--- config.mk ---
export PLATFORM = sky130hd
export DESIGN_NAME = ysyx_22051013_scoreboard
export DESIGN_NICKNAME = d
export VERILOG_FILES = /design/src/rtl/ysyx_22051013_scoreboard.sv
export SDC_FILE = /design/constraint.sdc
export NUM_CORES = 1
export LEC_CHECK = 0
export ABC_CLOCK_PERIOD_IN_PS = 4450
export CAP_MARGIN = 5
export CELL_PAD_IN_SITES_DETAIL_PLACEMENT = 2
export CELL_PAD_IN_SITES_GLOBAL_PLACEMENT = 2
export CORE_MARGIN = 2
export CORE_UTILIZATION = 40
export DETAILED_ROUTE_END_ITERATION = 10
export DONT_BUFFER_PORTS = 1
export HOLD_SLACK_MARGIN = 0.12
export PLACE_DENSITY_LB_ADDON = 0.1
export SETUP_SLACK_MARGIN = 0.4
export SLEW_MARGIN = 30
export SYNTH_ARGS = -nofsm -noshare
export SYNTH_HDL_FRONTEND = slang
export SYNTH_SLANG_ARGS = --single-unit
--- constraint.sdc ---
create_clock -name clk -period 4.45 [get_ports clk]
set_clock_uncertainty 0.1 [all_clocks]
set_input_delay 0.445 -clock clk [delete_from_list [all_inputs] [get_ports clk]]
set_output_delay 0.445 -clock clk [all_outputs]
set_load 0.01 [all_outputs]
--- src/rtl/ysyx_22051013_scoreboard.sv ---
// Register scoreboard / issue controller between decode and execute.
// Optional macro YSYX_22051013_SB_WB_BYPASS_EN lets a same-cycle writeback release RAW and CSR stalls.
module ysyx_22051013_scoreboard #(
  parameter  int CNTW   = 2,
  parameter  int MAXINF = 8,
  localparam int IFW    = $clog2(MAXINF) + 1
) (
  input  logic           clk,
  input  logic           rst,
  input  logic           id_valid,
  input  logic           id_rs1_ena,
  input  logic [4:0]     id_rs1_addr,
  input  logic           id_rs2_ena,
  input  logic [4:0]     id_rs2_addr,
  input  logic           id_rd_ena,
  input  logic [4:0]     id_rd_addr,
  input  logic           id_csr,
  input  logic           ex_ready,
  input  logic           wb_valid,
  input  logic           wb_rd_ena,
  input  logic [4:0]     wb_rd_addr,
  input  logic           flush,
  output logic           issue,
  output logic           stall,
  output logic [IFW-1:0] inflight,
  output logic           sb_err
);

  // Handshake: an instruction moves decode->execute (issue) in a cycle where id_valid
  // and ex_ready are both high and stall is low; while stall is high decode holds it.
  localparam logic [CNTW-1:0] CNT_MAX = '1;
  localparam logic [CNTW-1:0] CNT_ONE = CNTW'(1);
  localparam logic [IFW-1:0]  INF_MAX = IFW'(MAXINF);
  localparam logic [IFW-1:0]  INF_ONE = IFW'(1);

  logic [CNTW-1:0] cnt_q [32];
  logic [CNTW-1:0] cnt_d [32];
  logic [IFW-1:0]  inflight_q, inflight_d;
  logic            sb_err_q, sb_err_d;

  logic rs1_haz, rs2_haz, waw_haz, full_haz, ser_haz, any_haz;
  logic wb_eff;

  always_comb begin
    rs1_haz  = id_rs1_ena && (id_rs1_addr != 5'd0) && (cnt_q[id_rs1_addr] != '0);
    rs2_haz  = id_rs2_ena && (id_rs2_addr != 5'd0) && (cnt_q[id_rs2_addr] != '0);
    ser_haz  = id_csr && (inflight_q != '0);
`ifdef YSYX_22051013_SB_WB_BYPASS_EN
    // The last outstanding write retiring now reaches the register file by write-through.
    if ((cnt_q[id_rs1_addr] == CNT_ONE) && wb_valid && wb_rd_ena && (wb_rd_addr == id_rs1_addr))
      rs1_haz = 1'b0;
    if ((cnt_q[id_rs2_addr] == CNT_ONE) && wb_valid && wb_rd_ena && (wb_rd_addr == id_rs2_addr))
      rs2_haz = 1'b0;
    if ((inflight_q == INF_ONE) && wb_valid)
      ser_haz = 1'b0;
`endif
    waw_haz  = id_rd_ena && (cnt_q[id_rd_addr] == CNT_MAX);
    full_haz = (inflight_q == INF_MAX);
    any_haz  = rs1_haz | rs2_haz | waw_haz | full_haz | ser_haz;
    stall    = id_valid & (~rst | any_haz | flush);
    issue    = rst & id_valid & ~stall & ex_ready;
  end

  // A flush kills everything in flight, so a writeback in the same cycle is dropped.
  assign wb_eff = wb_valid & ~flush;

  always_comb begin
    logic inc, dec, ret;
    sb_err_d   = sb_err_q;
    inflight_d = inflight_q;
    for (int r = 0; r < 32; r++) begin
      cnt_d[r] = cnt_q[r];
      inc = issue && id_rd_ena && (id_rd_addr == 5'(r)) && (r != 0);
      dec = wb_eff && wb_rd_ena && (wb_rd_addr == 5'(r)) && (r != 0);
      if (dec && (cnt_q[r] == '0)) begin
        sb_err_d = 1'b1;
        dec      = 1'b0;
      end
      if (inc && !dec)
        cnt_d[r] = cnt_q[r] + CNT_ONE;
      else if (dec && !inc)
        cnt_d[r] = cnt_q[r] - CNT_ONE;
    end
    ret = wb_eff;
    if (ret && (inflight_q == '0)) begin
      sb_err_d = 1'b1;
      ret      = 1'b0;
    end
    inflight_d = inflight_q + IFW'(issue) - IFW'(ret);
    if (flush) begin
      for (int r = 0; r < 32; r++) cnt_d[r] = '0;
      inflight_d = '0;
    end
  end

  always_ff @(posedge clk or negedge rst) begin
    if (!rst) begin
      for (int r = 0; r < 32; r++) cnt_q[r] <= '0;
      inflight_q <= '0;
      sb_err_q   <= 1'b0;
    end else begin
      for (int r = 0; r < 32; r++) cnt_q[r] <= cnt_d[r];
      inflight_q <= inflight_d;
      sb_err_q   <= sb_err_d;
    end
  end

  assign inflight = inflight_q;
  assign sb_err   = sb_err_q;

endmodule
==> After elaboration in Yosys (flattened, before gate mapping) <==
Cells that the tools add are included.
{ "op_classes": {"n_addsub": 64, "n_lt_le_gt_ge": 3, "bitwise_logic": 17, "mux": 137, "n_reduce_logical": 295, "n_eq_ne": 64} }
{ "op_table": {"columns": ["operator", "n"], "rows": [
  ["1-bit logical AND", 164],
  ["5-bit equality test (second input constant)", 32],
  ["2-bit 2-to-1 mux", 68],
  ["3-bit nonzero test", 31],
  ["5-bit by 4-bit equality test with 1-bit output (second input constant)", 16],
  ["1-bit 2-to-1 mux", 64],
  ["2-bit by 1-bit adder with 2-bit output (second input constant)", 31],
  ["1-bit logical NOT", 62],
  ["2-bit logical NOT", 31],
  ["62-bit 2-to-1 mux", 1],
  ["2-bit by 1-bit subtractor with 2-bit output (second input constant)", 31],
  ["5-bit by 3-bit equality test with 1-bit output (second input constant)", 8],
  ["32-bit nonzero test", 1],
  ["2-bit binary-select mux with 5-bit select", 3],
  ["5-bit by 2-bit equality test with 1-bit output (second input constant)", 4],
  ["6-bit >= comparator (second input constant)", 3],
  ["5-bit NOT with 6-bit output", 3],
  ["5-bit by 1-bit equality test with 1-bit output (second input constant)", 2],
  ["5-bit nonzero test", 2],
  ["1-bit bitwise OR", 6],
  ["1-bit bitwise AND", 5],
  ["4-bit by 1-bit adder with 4-bit output", 1],
  ["4-bit equality test (second input constant)", 1],
  ["4-bit logical NOT", 1],
  ["6 further kinds", 9]
]} }
{ "word_totals": {"input_bits": 31, "out_inout_bits": 7, "regBits": 67} }

==> Longest topological paths before layout <==
Gate-level depths: netlist of run 1.
{ "depth": {"depth_word": 37, "depth_mapped": 16, "mapped_depth_nobuf": 14} }

==> Worst setup path after synthesis of run 1 <==
Ideal clock, no wire load.
{ "synth_timing": {"path_type": "input to register", "from": "input port id_rs2_addr[1]", "to": "register inflight_q[2], in the netlist inflight[2]", "t_required_ps": 4217, "cell_stages": 13, "t_arrival_ps": 3292, "n_path_buf": 3, "setup_ps": 133, "slack_ps": 925, "path_cell_list": "buf_6 inv_4 mux4_2 mux4_2 a22o_4 and3_1 buf_6 buf_2 and3_1 ha_1 fa_1 xnor2_1 nor2_1"} }
{ "synth_between": {"elab_chain_cells": 19} }
{ "synth_lines": {"columns": ["element", "line", "source"], "rows": [
  ["from (decl)", "14", "input logic [4:0] id_rs2_addr,"],
  ["5-bit NOT with 6-bit output (not written as such)", "46", "rs2_haz = id_rs2_ena && (id_rs2_addr != 5'd0) && (cnt_q[id_rs2_addr] != '0);"],
  ["2-bit binary-select mux with 5-bit select", "46", null],
  ["2-bit 2-to-1 mux (not written as such) (2 in a row)", "46", null],
  ["2-bit nonzero test", "46", null],
  ["1-bit logical AND *", "46", null],
  ["1-bit bitwise OR * (4 in a row)", "59", "any_haz = rs1_haz | rs2_haz | waw_haz | full_haz | ser_haz;"],
  ["1-bit bitwise OR * (2 in a row)", "60", "stall = id_valid & (~rst | any_haz | flush);"],
  ["1-bit bitwise AND *", "60", null],
  ["1-bit NOT *", "61", "issue = rst & id_valid & ~stall & ex_ready;"],
  ["1-bit bitwise AND * (2 in a row)", "61", null],
  ["named net issue", "23", "output logic issue,"],
  ["4-bit by 1-bit adder with 4-bit output *", "89", "inflight_d = inflight_q + IFW'(issue) - IFW'(ret);"],
  ["4-bit by 1-bit subtractor with 4-bit output *", "89", null],
  ["4-bit 2-to-1 mux *", "90", "if (flush) begin"],
  ["named net inflight_d[2]", "38", "logic [IFW-1:0] inflight_q, inflight_d;"],
  ["to (signal assigned)", "103", "inflight_q <= inflight_d;"],
  ["to (decl)", "38", null]
]} }
The timed path passes the listed nets; every way through them passes the cells marked *. The select of a mux whose other input is x is not followed.
A chain may end at the register's enable or synchronous reset.

==> Worst setup path in the final report of run 1 <==
{ "layout_timing": {"from": "register inflight_q[2], in the netlist inflight[2]", "to": "output port stall"} }
{ "layout_between": {"elab_chain_cells": 6} }
{ "layout_lines": {"columns": ["element", "line", "source"], "rows": [
  ["4-bit equality test or 4-bit nonzero test (tied branches)", "58, 47", null],
  ["1-bit bitwise OR or 1-bit logical AND (tied branches)", "59, 47", null],
  ["1-bit bitwise OR *", "59", null],
  ["1-bit bitwise OR * (2 in a row)", "60", null],
  ["1-bit bitwise AND *", "60", null],
  ["to (decl)", "24", "output logic stall,"]
]} }
Every way passes the cells marked *; elsewhere a longest branch is shown, timed or not.

==> summary.txt, run 1 <==
Power
  • Cell Int Power: between 1 and 1.5 mW
  • Power Total: 1.65 mW
  • Worst VDD drop: between 150 and 200 uV
  • PwrDens: roughly 270 nW/um2
  • Flop pwr share: approximately 39%
  • Comb power frac: 17.5%
  • Clock share of power: about 44%
  • Sw Pwr: 0.489 mW
  • Switch share: between 20% and 30%
  • Static Leak: between 2 and 2.5 nW

Global route
  • Initial antenna violation count: 1
  • First-pass GRT wire length: between 30 and 40 mm
  • All-layer global routing usage: 33.0%
  • Largest net degree at the start of global routing: 68
  • GR Overflow Total: 0
  • Vias in the first global route: between 6,000 and 7,000

Drt
  • First-pass DRT Iterations: 5
  • Drt wl/cell: 27.8 um
  • Post-route ant nets: 0
  • DRC: 0
  • Number of DRC markers in iteration 0: between 400 and 500
  • Post-DR vias/cell: between 6 and 7
  • WL final: ~24 mm
  • Vias: just under 6,000

Place
  • Setup WS pre-CTS: ~0.69 ns
  • GPL Wtd Cong: roughly 0.87
  • Final HPWL DP: approximately 17 mm
  • Input/output buffers: 0

Timing
  • Final period utilization: between 80 and 90%
  • Worst Slack Setup Final: just over 0.6 ns
  • Min cycle time layout: between 3 and 4 ns
  • Slew HR: a little over a third
  • Setup_tns: 0 ns
  • Max Slew Vio Count: 0
  • Setup violations, final: 0
  • Worst slew pin tran: 0.974 ns
  • Worst hold slack: about 0.19 ns
  • RSZ-0062 raised after global routing: false
  • F_max: 0.261 GHz
  • Final hold vios: 0

Synthesis
  • Asr flop ratio synth: 100%
  • Post-Syn Nets: slightly above 700
  • Mean Syn Cell Area: 8.29 um2
  • Count of cell types in the netlist: 65
  • Most common flop cell mapped by yosys: dfrtp_1
  • Sequential share of the synthesized area: between 20 and 30%
  • Cells after synthesis: about 680
  • Synth Register Bits: 67
  • Post-synth EDFFs: 0
  • Yosys warns: 0
  • Syn Std Cell Area: approximately 5700 um2

Floorplanning
  • Initial Util: around two fifths
  • Width of the die: ~120 um
  • Core area: roughly 14,000 um2
  • Die Area: around 15,000 um2
  • DIE HEIGHT: 123 um
  • FP Rows: 43
  • Io pins: 38

Critical path
  • Critical Path RT: about 4 ns
  • Crit path max fanout: between 60 and 70
  • Worst EP arrival: between 3 and 4 ns
  • Critical Path Start Type: register
  • Crit path kind: register to primary output
  • Critical Path End Type: primary output

Clock tree
  • Clk sink count: 67
  • Clk_lat worst skew: 0.35 ns
  • CTS root buffer: clkbuf_16
  • Worst-path clk slew: around 0.06 ns
  • Post-CTS Setup Bufs: 0
  • Cts bufs inserted: 9
  • CTS tree: done
  • H-tree levels: 3
  • Max Root-Sink Buffers: 2

Cells and area
  • Fillers: about 1,600
  • Layout cells sized above 1: between 8 and 9%
  • Nets: 704
  • Area of the multi-input gates: between 3000 and 4000 um2
  • Area growth from synthesis to layout: 7.28%
  • FF+latch area: about 1700 um2
  • Antenna diodes: 0

Min path
  • Min-Delay Path Class: primary input to register

Job
  • Maximum capacitance violations: 0

Status
  • Status: complete, no violations
[per-layer routing]
layer  global-route usage, %  vias to the layer above  part of all wire (%)
met4                    12.2                        4                   3.1
met3                    7.24                       52                   6.3
met5                       0                        -                  0.11
met1                    43.2                     2990                    43
li1                        -                     2556                     -
met2                    53.7                      181                    47
[synthesized netlist by cell type, types with 13 or more instances]
| library cell | number | share of area, % |
|---|---|---|
| a21oi_1 | 54 | 4.8 |
| nor3_1 | 53 | 4.7 |
| nor2_1 | 78 | 5.2 |
| nor2b_1 | 14 | 1.5 |
| mux4_2 | 17 | 6.8 |
| o21ai_0 | 31 | 2.7 |
| nand2_1 | 52 | 3.4 |
| clkbuf_1 | 19 | 1.3 |
| o21a_1 | 18 | 2.4 |
| nor3b_1 | 28 | 3.7 |
| o2111ai_1 | 23 | 3.6 |
| and3_1 | 13 | 1.4 |
| dfrtp_1 | 67 | 30 |
| nand4_1 | 18 | 2.0 |
| and2_1 | 32 | 3.5 |
[power by group through the flow]
stage | registers, mW | clock network [mW] | logic [mW]
floorplan | 0.646 | 0 | 0.225
CTS | 0.640 | 0.726 | 0.286
finish | 0.639 | 0.717 | 0.288
detailed placement | 0.651 | 0 | 0.254
global route | 0.641 | 0.748 | 0.320
global placement | 0.650 | 0 | 0.240
[final cells by class]
class	count	share of cell area (%)
multi-input combinational	564	61.3
sequential	67	27.6
timing repair buffer	8	1.89
inverter	16	1.03
clock inverter	3	0.658
clock buffer	12	3.89
tap	180	3.70
[through the flow]
stage,instances,cell area (um2),utilization [%]
4_1_cts,850,6070,43.7
6_report,850,6080,43.8
5_1_grt,850,6080,43.8
3_3_place_gp,832,5720,41.2
2_1_floorplan,684,5670,-
3_5_place_dp,832,5730,41.3
[cell usage in the layout, fill, tap and decap left out, drive strengths merged, types with 8 or more instances in the layout]
cell type | Yosys | final
a2111oi | 9 | 9
a21oi | 57 | 57
a31o | 8 | 8
and2 | 32 | 32
and3 | 13 | 13
clkbuf | 19 | 12
dfrtp | 67 | 67
inv | 14 | 14
mux2i | 8 | 8
mux4 | 17 | 17
nand2 | 52 | 52
nand3 | 8 | 8
nand4 | 18 | 18
nor2 | 78 | 78
nor2b | 14 | 14
nor3 | 53 | 53
nor3b | 28 | 28
o2111ai | 23 | 23
o211ai | 9 | 9
o21a | 18 | 18
o21ai | 31 | 31
[repair_timing]
item,4_1_cts,5_1_grt
endpoints found under the setup margin,1,1
hold buffers,3,0
resized for setup,1,3
hold endpoints to repair,123,0
pin swaps,0,0
[final timing paths]
check | from | to | slack (ns) | cells past startpoint
max in group asynchronous | rst | cnt_q[35] | 3.38 | 2
min in group asynchronous | rst | cnt_q[30] | 0.55 | 2
min reg2reg | cnt_q[45] | cnt_q[45] | 0.49 | 2
min | flush | cnt_q[6] | 0.19 | 2
max | inflight[2] | stall | 0.62 | 10
max reg2reg | inflight[2] | inflight[1] | 0.65 | 12
[worst max-delay path, stage by stage, from the launching register on]
cell	delay, ns
dfrtp_1	0.41
inv_1	0.12
ha_1	0.17
or3b_2	0.47
a221oi_2	0.33
o221a_2	0.25
o31ai_1	0.07
a211oi_2	0.35
and3_2	0.32
buf_12	0.30
nor2b_1	0.14
[cells by family (layout without fill, tap and decap cells)]
family                   count (synthesis)  in the layout  share of synthesized area, %
AND/OR/NAND/NOR                        325            325                          29.9
AO/OA/AOI/OAI                          196            196                          24.0
buffers and inverters                   53             39                          4.81
XOR/XNOR                                 8              8                          1.24
multiplexers                            28             28                          8.76
adder cells (fa/ha/maj)                  7              7                          1.68
flip-flops                              67             67                          29.6
[state kept, by name, indices dropped and copies added, names as in the netlist]
signal,count
cnt_q,62
sb_err,1
inflight,4
(Power assumes the default switching activity.)
==> run 2, diff against run 1 <==
--- a/config.mk
+++ b/config.mk
@@ -16,6 +16,7 @@
 export HOLD_SLACK_MARGIN = 0.12
 export PLACE_DENSITY_LB_ADDON = 0.1
 export SETUP_SLACK_MARGIN = 0.4
+export SKIP_LAST_GASP = 1
 export SLEW_MARGIN = 30
 export SYNTH_ARGS = -nofsm -noshare
 export SYNTH_HDL_FRONTEND = slang
==> results of run 2 <==
No change in the layout: final DEF, timing and power equal those of run 1.
